--- src/rtl/prog_loader_pkg.sv ---
`default_nettype none
// ============================================================================
//  Module      : prog_loader_pkg
//  Description : Shared definitions for the program loader.
//                Covers the instruction width, the pad word, the default
//                memory address width and the loader FSM state encoding.
//  Revision    : 1.0 - initial release
// ============================================================================
package prog_loader_pkg;

    localparam int          INSTR_W       = 32;
    // Pad pattern for unfilled lanes. All-zero encodes sll $0,$0,0, which is a NOP.
    localparam logic [31:0] NOP_WORD      = 32'h0000_0000;
    localparam int          IM_AW_DEFAULT = 5;

    typedef enum logic [2:0] {
        ST_IDLE    = 3'd0,
        ST_LOAD    = 3'd1,
        ST_FLUSH   = 3'd2,
        ST_RELEASE = 3'd3,
        ST_DONE    = 3'd4
    } state_t;

endpackage
`default_nettype wire

--- src/rtl/prog_loader_byte_packer.sv ---
`default_nettype none
// ============================================================================
//  Module      : prog_loader_byte_packer
//  Description : Packs accepted bytes big-endian into 32-bit words. The first
//                byte lands in the MSB lane. A word is emitted on its 4th byte,
//                or early when the byte carries "last". Unfilled low lanes
//                then keep the NOP pad.
//  Revision    : 1.0 - initial release
// ============================================================================
module prog_loader_byte_packer
    import prog_loader_pkg::*;
(
    input  logic               clk,
    input  logic               rst,
    input  logic               clear_i,
    input  logic               byte_valid_i,
    input  logic [7:0]         byte_i,
    input  logic               byte_last_i,
    output logic [INSTR_W-1:0] word_o,
    output logic               word_valid_o
);

    logic [1:0]         idx_q, idx_d;
    logic [INSTR_W-1:0] acc_q, acc_d;
    logic [INSTR_W-1:0] merged;

    // Insert the incoming byte into its lane. Lanes not yet filled still hold the pad.
    always_comb begin
        merged = acc_q;
        case (idx_q)
            2'd0:    merged[31:24] = byte_i;
            2'd1:    merged[23:16] = byte_i;
            2'd2:    merged[15:8]  = byte_i;
            default: merged[7:0]   = byte_i;
        endcase
    end

    assign word_o       = merged;
    assign word_valid_o = byte_valid_i & ((idx_q == 2'd3) | byte_last_i);

    // Next-state logic. A word emission or a clear restarts assembly from the pad word.
    always_comb begin
        idx_d = idx_q;
        acc_d = acc_q;
        if (clear_i) begin
            idx_d = 2'd0;
            acc_d = NOP_WORD;
        end else if (byte_valid_i) begin
            if (word_valid_o) begin
                idx_d = 2'd0;
                acc_d = NOP_WORD;
            end else begin
                idx_d = idx_q + 2'd1;
                acc_d = merged;
            end
        end
    end

    // Byte index and assembly register.
    always_ff @(posedge clk) begin
        if (rst) begin
            idx_q <= 2'd0;
            acc_q <= NOP_WORD;
        end else begin
            idx_q <= idx_d;
            acc_q <= acc_d;
        end
    end

endmodule
`default_nettype wire

--- src/rtl/prog_loader.sv ---
`default_nettype none
// ============================================================================
//  Module      : prog_loader
//  Description : Boot-time program loader for the MIPS core. It streams bytes
//                into instruction memory, holding the core during the load.
//                It then pulses a PC clear and releases the core.
//  Revision    : 1.0 - initial release
// ============================================================================
module prog_loader
    import prog_loader_pkg::*;
#(
    parameter int IM_AW         = IM_AW_DEFAULT,
    parameter bit HOLD_AT_RESET = 1'b1
) (
    input  logic               clk,
    input  logic               rst,
    input  logic               start,
    input  logic               in_valid,
    output logic               in_ready,
    input  logic [7:0]         in_data,
    input  logic               in_last,
    output logic               im_we,
    output logic [IM_AW-1:0]   im_addr,
    output logic [INSTR_W-1:0] im_wdata,
    output logic               cpu_hold,
    output logic               pc_clear,
    output logic               done,
    output logic               err_overflow,
    output logic [IM_AW:0]     word_count
);

    localparam logic [IM_AW:0] DEPTH = {1'b1, {IM_AW{1'b0}}};

    state_t               state_q, state_d;
    logic                 enter_load;
    logic                 accept;
    logic [INSTR_W-1:0]   pk_word;
    logic                 pk_word_valid;

    logic                 im_we_q;
    logic [IM_AW-1:0]     im_addr_q;
    logic [INSTR_W-1:0]   im_wdata_q;
    logic [IM_AW:0]       word_count_q;
    logic                 err_q;

    // Stream is always ready while loading; writes never back-pressure it.
    assign in_ready = (state_q == ST_LOAD);
    assign accept   = in_valid & in_ready;

    prog_loader_byte_packer u_packer (
        .clk          (clk),
        .rst          (rst),
        .clear_i      (enter_load),
        .byte_valid_i (accept),
        .byte_i       (in_data),
        .byte_last_i  (in_last),
        .word_o       (pk_word),
        .word_valid_o (pk_word_valid)
    );

    // FSM next state. start is honoured only from IDLE or DONE.
    always_comb begin
        state_d    = state_q;
        enter_load = 1'b0;
        unique case (state_q)
            ST_IDLE, ST_DONE: begin
                if (start) begin
                    state_d    = ST_LOAD;
                    enter_load = 1'b1;
                end
            end
            ST_LOAD:    if (accept && in_last) state_d = ST_FLUSH;
            ST_FLUSH:   state_d = ST_RELEASE;
            ST_RELEASE: state_d = ST_DONE;
            default:    state_d = ST_IDLE;
        endcase
    end

    // FSM state register.
    always_ff @(posedge clk) begin
        if (rst) state_q <= ST_IDLE;
        else     state_q <= state_d;
    end

    // Write issue, address/count tracking and sticky overflow.
    // A write that is due when memory is full is dropped, and the error is flagged instead.
    always_ff @(posedge clk) begin
        if (rst) begin
            im_we_q      <= 1'b0;
            im_addr_q    <= '0;
            im_wdata_q   <= '0;
            word_count_q <= '0;
            err_q        <= 1'b0;
        end else begin
            im_we_q <= 1'b0;
            if (enter_load) begin
                im_addr_q    <= '0;
                word_count_q <= '0;
                err_q        <= 1'b0;
            end else if (pk_word_valid) begin
                if (word_count_q == DEPTH) begin
                    err_q <= 1'b1;
                end else begin
                    im_we_q      <= 1'b1;
                    im_addr_q    <= word_count_q[IM_AW-1:0];
                    im_wdata_q   <= pk_word;
                    word_count_q <= word_count_q + 1'b1;
                end
            end
        end
    end

    assign im_we        = im_we_q;
    assign im_addr      = im_addr_q;
    assign im_wdata     = im_wdata_q;
    assign word_count   = word_count_q;
    assign err_overflow = err_q;

    // Core sequencing is decoded from the registered state. IDLE keeps the reset hold policy.
    assign pc_clear = (state_q == ST_RELEASE);
    assign done     = (state_q == ST_DONE);
    assign cpu_hold = (state_q == ST_IDLE) ? HOLD_AT_RESET : (state_q != ST_DONE);

endmodule
`default_nettype wire

--- config.mk ---
export PLATFORM = sky130hd
export DESIGN_NAME = prog_loader
export DESIGN_NICKNAME = d
export VERILOG_FILES = /design/src/rtl/prog_loader_pkg.sv /design/src/rtl/prog_loader_byte_packer.sv /design/src/rtl/prog_loader.sv
export SDC_FILE = /design/constraint.sdc
export NUM_CORES = 1
export LEC_CHECK = 0
export ABC_AREA = 0
export BUFFER_PORTS_ARGS = -buffer_cell sky130_fd_sc_hd__buf_2
export CAP_MARGIN = 20
export CORE_ASPECT_RATIO = 1.75
export CORE_MARGIN = 2
export CORE_UTILIZATION = 45
export CTS_BUF_LIST = sky130_fd_sc_hd__clkbuf_4 sky130_fd_sc_hd__clkbuf_8 sky130_fd_sc_hd__clkbuf_16
export CTS_CLUSTER_DIAMETER = 80
export DETAILED_ROUTE_END_ITERATION = 10
export GPL_TIMING_DRIVEN = 0
export PLACE_DENSITY = 0.66
export SYNTH_ARGS = -nofsm -noshare
export SYNTH_HDL_FRONTEND = slang
export SYNTH_SLANG_ARGS = --single-unit
--- constraint.sdc ---
create_clock -name clk -period 2.45 [get_ports clk]
set_clock_uncertainty 0.1 [all_clocks]
set_input_delay 0.245 -clock clk [delete_from_list [all_inputs] [get_ports clk]]
set_output_delay 0.245 -clock clk [all_outputs]
set_load 0.005 [all_outputs]
==> metrics.txt, run 1 <==
worst-path cell chain inv_1, ha_1, and2_1, a211oi_2, buf_6, buf_8, mux2i_1, nor2_1; grt ovf 0; crit-path max FO 10; io pins 62; Worst EP arrival 2.06 ns; Synth Area per Inst 9.781 um2; initial antenna violation count 0; first-pass GRT wire length 13340 um; drt wl/cell 15.49 um; TritonCTS Buffers 9; H-tree levels 3; CTS hold repair buffers 0; CP peak stage delay 0.44 ns; cell count after synthesis 361; worst-case clock buffer depth 2; total wire length 8150 um; Final Critical Period 1.949 ns; Initial Utilization 46.66%; Net Sw Frac 22.61%; status finished clean; Synth Cell Area 3531 um2; Sinks on Clock Net 82; Die W 70.96 um; peak supply drop 0.6657 mV; global placement routability congestion 0.8077; DRC viols 0; largest net degree at the start of global routing 14; RSZ-0062 raised after global routing false; Tcrit/Tclk final 79.56%; setup bufs post-CTS 0; Synth Warn # 0; CP startpoint kind register; DR iter-0 viols 169; worst-skew pair later-pin latency 0.34 ns; via count 2792; Peak Freq 513.0 MHz; fin. max-slew vios 0; P per Cell Area 684.5 nW/um2; post-synthesis sequential area ratio 46.49%; ANT cells 0; Avg Vias per Cell 5.308; Netlist cell types 35; Initial DRT Pass Iterations 4; pre-CTS setup slack 0.5049 ns; leakage power 1.776 nW; die height 121.2 um; clock root buffer clkbuf_16; Clock power frac 46.7%; Worst path slowest cell dfxtp_1; core area 7567 um2; max capacitance violation total 0; P&R area growth vs syn 20.41%; Final nets 453; share of power burned in registers 46.7%; post-cts resize count 0; setup TNS 0 ns; worst path bufs/invs 3; final setup vio count 0; GRT Overall Usage 20.01%; Comb pwr share 6.6%; net load switching power 658.1 uW; Critical Path RT 2.56 ns; CTS tree yes; endpoints failing hold 0; Reg clk slew, reported paths 0.06 ns; Crit. End Element register; Slew headroom 55.92%; number of fill cells in the layout 712; Die ar. 8599 um2; vias in the first global route 2750; IO buf count 61; Worst Hold Class in -> reg; post-detail-place hpwl 5922 um; Syn Nets 381; layout cells sized above 1 29.22%; num rows 42; crit path kind reg -> reg; Yosys reg bits 82; DRT antenna net count 0; family with the most delay on the worst path buffers and inverters; Worst-Margin Slew 0.6612 ns; Final WS setup 0.5008 ns; P_int 2.252 mW
-- cells in the final DEF (no fill, tap or decap), types with 2 or more instances in the layout --
cell / instances
dfxtp_1: 82
buf_2: 68
nor2_1: 67
mux2i_1: 33
nand2_1: 24
mux2_2: 22
a22oi_1: 22
o21ai_0: 15
and2_1: 11
a211oi_2: 11
clkbuf_16: 9
clkbuf_1: 8
nand3_1: 7
ha_1: 7
inv_1: 6
a21oi_1: 5
buf_1: 4
nand2b_1: 4
xnor2_1: 4
nor3_1: 3
clkinv_2: 3
buf_6: 2
buf_4: 2
buf_8: 2
clkbuf_8: 2
-- final cells by class --
type | instances | area (um2) | area share (%)
multi-input combinational | 248 | 1719 | 40.44
sequential | 82 | 1642 | 38.61
timing repair buffer | 61 | 305.3 | 7.181
clock buffer | 11 | 252.7 | 5.945
buffer | 25 | 147.6 | 3.473
tap | 88 | 110.1 | 2.590
clock inverter | 5 | 52.55 | 1.236
inverter | 6 | 22.52 | 0.5297
-- worst paths after layout --
path                                    from                   endpoint  slack, ns  depth (start not counted)
hold reg to reg      im_addr[3]$_SDFFE_PP0P_    im_addr[3]$_SDFFE_PP0P_       0.35                          2
setup reg to reg  word_count[0]$_SDFFE_PP0P_  im_wdata[11]$_SDFFE_PP0P_       0.50                          8
setup / recovery  word_count[0]$_SDFFE_PP0P_  im_wdata[11]$_SDFFE_PP0P_       0.50                          8
hold / removal                           rst    im_addr[4]$_SDFFE_PP0P_       0.14                          4
-- worst min-delay path, stage by stage --
cell	delay, ns
buf_2	0.09
a21oi_1	0.07
nand2_1	0.07
o21ai_0	0.05
-- cell families after synthesis --
group | after synthesis | share of synthesized area (%)
flops | 82 | 46.49
xor+xnor | 4 | 0.9921
buf+inv | 31 | 4.819
compound gates | 59 | 12.69
fa+ha+maj | 7 | 2.480
mux | 55 | 16.37
simple gates | 123 | 16.16
-- routing by layer --
layer / share of wire [%] / track usage [%] / vias to the layer above
li1: - / - / 1387
met1: 41 / 22.32 / 1328
met2: 53 / 35.63 / 62
met3: 3.3 / 3.571 / 15
met4: 2.7 / 10.26 / 0
met5: 0 / 0 / -
-- stage by stage --
step / cells / cell area (um2) / hold WS, ns / total power [mW] / util, %
after floorplan: 361 / 3531 / 0.3501 / 1.509 / -
after global placement: 510 / 3946 / 0.3399 / 1.576 / 52.15
after detailed placement: 510 / 3946 / 0.3468 / 1.579 / 52.15
after CTS: 526 / 4252 / 0.1339 / 2.936 / 56.18
after global routing: 526 / 4252 / 0.1892 / 3.007 / 56.18
final: 526 / 4252 / 0.1383 / 2.910 / 56.18
-- synthesized netlist by cell type --
cell type,n,area share [%]
dfxtp_1,82,46
nor2_1,67,7.1
mux2i_1,33,9.4
nand2_1,24,2.6
a22oi_1,22,4.7
mux2_2,22,7.0
o21ai_0,15,2.1
a211oi_2,11,3.9
and2_1,11,1.9
clkbuf_1,8,0.85
buf_2,7,0.99
ha_1,7,2.5
nand3_1,7,0.99
inv_1,6,0.64
a21oi_1,5,0.71
buf_1,4,0.43
nand2b_1,4,0.71
xnor2_1,4,0.99
nor3_1,3,0.43
buf_4,2,0.43
buf_6,2,0.64
buf_8,2,0.85
a211oi_1,1,0.21
a21o_1,1,0.21
a31oi_1,1,0.18
and3b_1,1,0.25
and4bb_2,1,0.35
nand4bb_4,1,0.78
nor2b_1,1,0.18
nor3_2,1,0.28
nor3b_1,1,0.21
nor4_2,1,0.35
o21ba_2,1,0.28
o22ai_1,1,0.18
o31ai_1,1,0.21
-- power groups by stage --
stage	combinational (mW)	sequential (mW)	clock [mW]
floorplan	0.122	1.39	0
global placement	0.188	1.39	0
detailed placement	0.191	1.39	0
CTS	0.193	1.36	1.38
global route	0.209	1.36	1.44
finish	0.191	1.36	1.36
-- sequential cells by signal, indices dropped and copies added (netlist names) --
signal,count
im_we,1
err_overflow,1
state_q,3
u_packer.idx_q,2
word_count,6
im_wdata,32
im_addr,5
u_packer.acc_q,32
Note: power is estimated with default switching activity, not from simulation.
==> run 2, diff against run 1 <==
Settings changed: PLACE_DENSITY 0.66 to 0.69.
Clock period 2.45 ns to 1.7 ns, I/O delays scaled along.
==> run 2 against run 1 <==
  * The run now ends with negative setup slack left
  * Worst hold slack got worse by 0.038 ns
  * Register-to-register slack got worse by 0.59 ns
  * Largest cell class unchanged
  * Flip-flop and latch count did not move
  * Non-clock buffer count rose by 9
  * Critical endpoint is now word_count[0]$_SDFFE_PP0P_
==> metrics.txt, run 2 (synthesis results as in run 1) <==
total wire length 8615 um; Reg clk slew, reported paths 0.06 ns; leading cell type in the layout, fill and taps excluded dfxtp_1; Hold Path Sink im_addr[4]$_SDFFE_PP0P_; reg2reg path depth 10; crit-path max FO 5; clock root buffer clkbuf_16; failing checks negative setup slack; DRC viols 0; status finished, violations left; fin. max-slew vios 0; DR iter-0 viols 166; post-detail-place hpwl 5887 um; pre-CTS setup slack -0.2099 ns; drt wl/cell 16.10 um; endpoints failing hold 0; final setup vio count 40; via count 2855; DR WL met3 324 um; initial antenna violation count 0; H-tree levels 3; Register Area 1654 um2; largest net degree at the start of global routing 16; CTS hold repair buffers 0; Peak Freq 557.5 MHz; layout cells sized above 1 39.15%; Crit. End Element register; Initial DRT Pass Iterations 4; origin of the worst min-delay path rst; RSZ-0062 raised after global routing true; crit path kind reg -> reg; GRT Overall Usage 20.65%; met2 wire length 4703 um; Reg2Reg Setup Slack -0.09 ns; CP peak stage delay 0.36 ns; peak supply drop 0.6711 mV; Avg Vias per Cell 5.336; Critical Path RT 1.82 ns; Worst path slowest cell dfxtp_4; io pins 62; Die W 70.96 um; Hold Path Stages 4; setup TNS -1.524 ns; Final WS setup -0.09383 ns; top sig layer met4; vias in the first global route 2820; worst-case clock buffer depth 2; Final Critical Period 1.794 ns; Worst Hold Class in -> reg; Final nets 462; core area 7567 um2; num rows 42; die height 121.2 um; FF-to-FF Start word_count[1]$_SDFFE_PP0P_; fin util 61.16%; Slew headroom 56.15%; CTS tree yes; Die ar. 8599 um2; grt ovf 0; ANT cells 0; Worst R2R End word_count[0]$_SDFFE_PP0P_; Tcrit/Tclk final 105.5%; Worst-Margin Slew 0.6577 ns; Initial Utilization 46.66%; most frequent cells in the layout dfxtp_1 (76), buf_2 (67), nor2_1 (59), mux2i_1 (30), nand2_1 (24); number of fill cells in the layout 641; CP startpoint kind register; P&R area growth vs syn 31.08%; IO buf count 61; leakage power 1.902 nW; area of the multi-input gates 1872 um2; worst-skew pair later-pin latency 0.34 ns; first-pass GRT wire length 13660 um; max capacitance violation total 0; Sinks on Clock Net 82; cell repeated most along the worst path buf_8; global placement routability congestion 0.7986; DRT antenna net count 0; Worst EP arrival 1.92 ns; worst-path cell chain inv_4, ha_4, and2_4, a211oi_2, buf_6, buf_12, buf_8, buf_8, xnor2_2, nor2_1; TritonCTS Buffers 9; M1 WL 3323 um; P per Cell Area 950.8 nW/um2
## run 2: layout make-up
cell class	instances	share of cell area, %
well taps	88	2.379
multi-input cells	248	40.44
clock buffers	9	4.866
flip-flops and latches	82	35.74
repair buffers	74	10.44
inverters	6	0.5407
plain buffers	21	3.433
clock inverters	7	2.163
## run 2: critical path, delay by kind of cell, from the launching register on
| family | cells | cell delay (ns) |
|---|---|---|
| AO/OA/AOI/OAI | 1 | 0.19 |
| XOR/XNOR | 1 | 0.11 |
| adder cells (fa/ha/maj) | 1 | 0.15 |
| buffers and inverters | 5 | 0.56 |
| flip-flops | 1 | 0.36 |
| AND/OR/NAND/NOR | 2 | 0.20 |
## run 2: routing by layer
layer / global-route usage [%] / vias up
met5: 0 / -
met4: 10.97 / 0
met3: 4.402 / 19
met2: 37.32 / 71
met1: 21.91 / 1355
li1: - / 1410
## run 2: where the power goes
| part | switching (mW) | internal (mW) | leakage [nW] |
|---|---|---|---|
| logic | 0.199 | 0.135 | 1.08 |
| registers | 0.0191 | 1.94 | 0.665 |
| clock network | 0.809 | 1.30 | 0.157 |
| total | 1.03 | 3.37 | 1.90 |
## run 2: how the worst max path moves through the flow
stage | depth (start not counted) | slack, ns | start | endpoint
floorplan | 8 | 0.007 | word_count[0]$_SDFFE_PP0P_ | im_wdata[10]$_SDFFE_PP0P_
global placement | 6 | -0.18 | u_packer.idx_q[0]$_SDFFE_PP0P_ | u_packer.acc_q[29]$_SDFFE_PP0P_
detailed placement | 6 | -0.21 | u_packer.idx_q[0]$_SDFFE_PP0P_ | u_packer.acc_q[14]$_SDFFE_PP0P_
CTS | 10 | -0.10 | word_count[0]$_SDFFE_PP0P_ | word_count[0]$_SDFFE_PP0P_
global route | 10 | -0.16 | word_count[1]$_SDFFE_PP0P_ | word_count[0]$_SDFFE_PP0P_
finish | 10 | -0.09 | word_count[1]$_SDFFE_PP0P_ | word_count[0]$_SDFFE_PP0P_
## run 2: timing repair
action | in CTS | in global routing
gates cloned | 3 | 0
pin swaps | 12 | 4
endpoints found under the setup margin | 71 | 78
resized for setup | 36 | 25
buffers inserted | 8 | 2
## run 2: through the flow
| step | hold WS [ns] | instances | total power [mW] | cell area (um2) |
|---|---|---|---|---|
| 6_report | 0.1006 | 535 | 4.400 | 4628 |
| 5_1_grt | 0.1064 | 535 | 4.538 | 4628 |
| 4_1_cts | 0.06183 | 533 | 4.422 | 4527 |
| 3_5_place_dp | 0.3513 | 510 | 2.274 | 3951 |
| 3_3_place_gp | 0.3398 | 510 | 2.270 | 3951 |
| 2_1_floorplan | 0.2751 | 361 | 2.173 | 3536 |
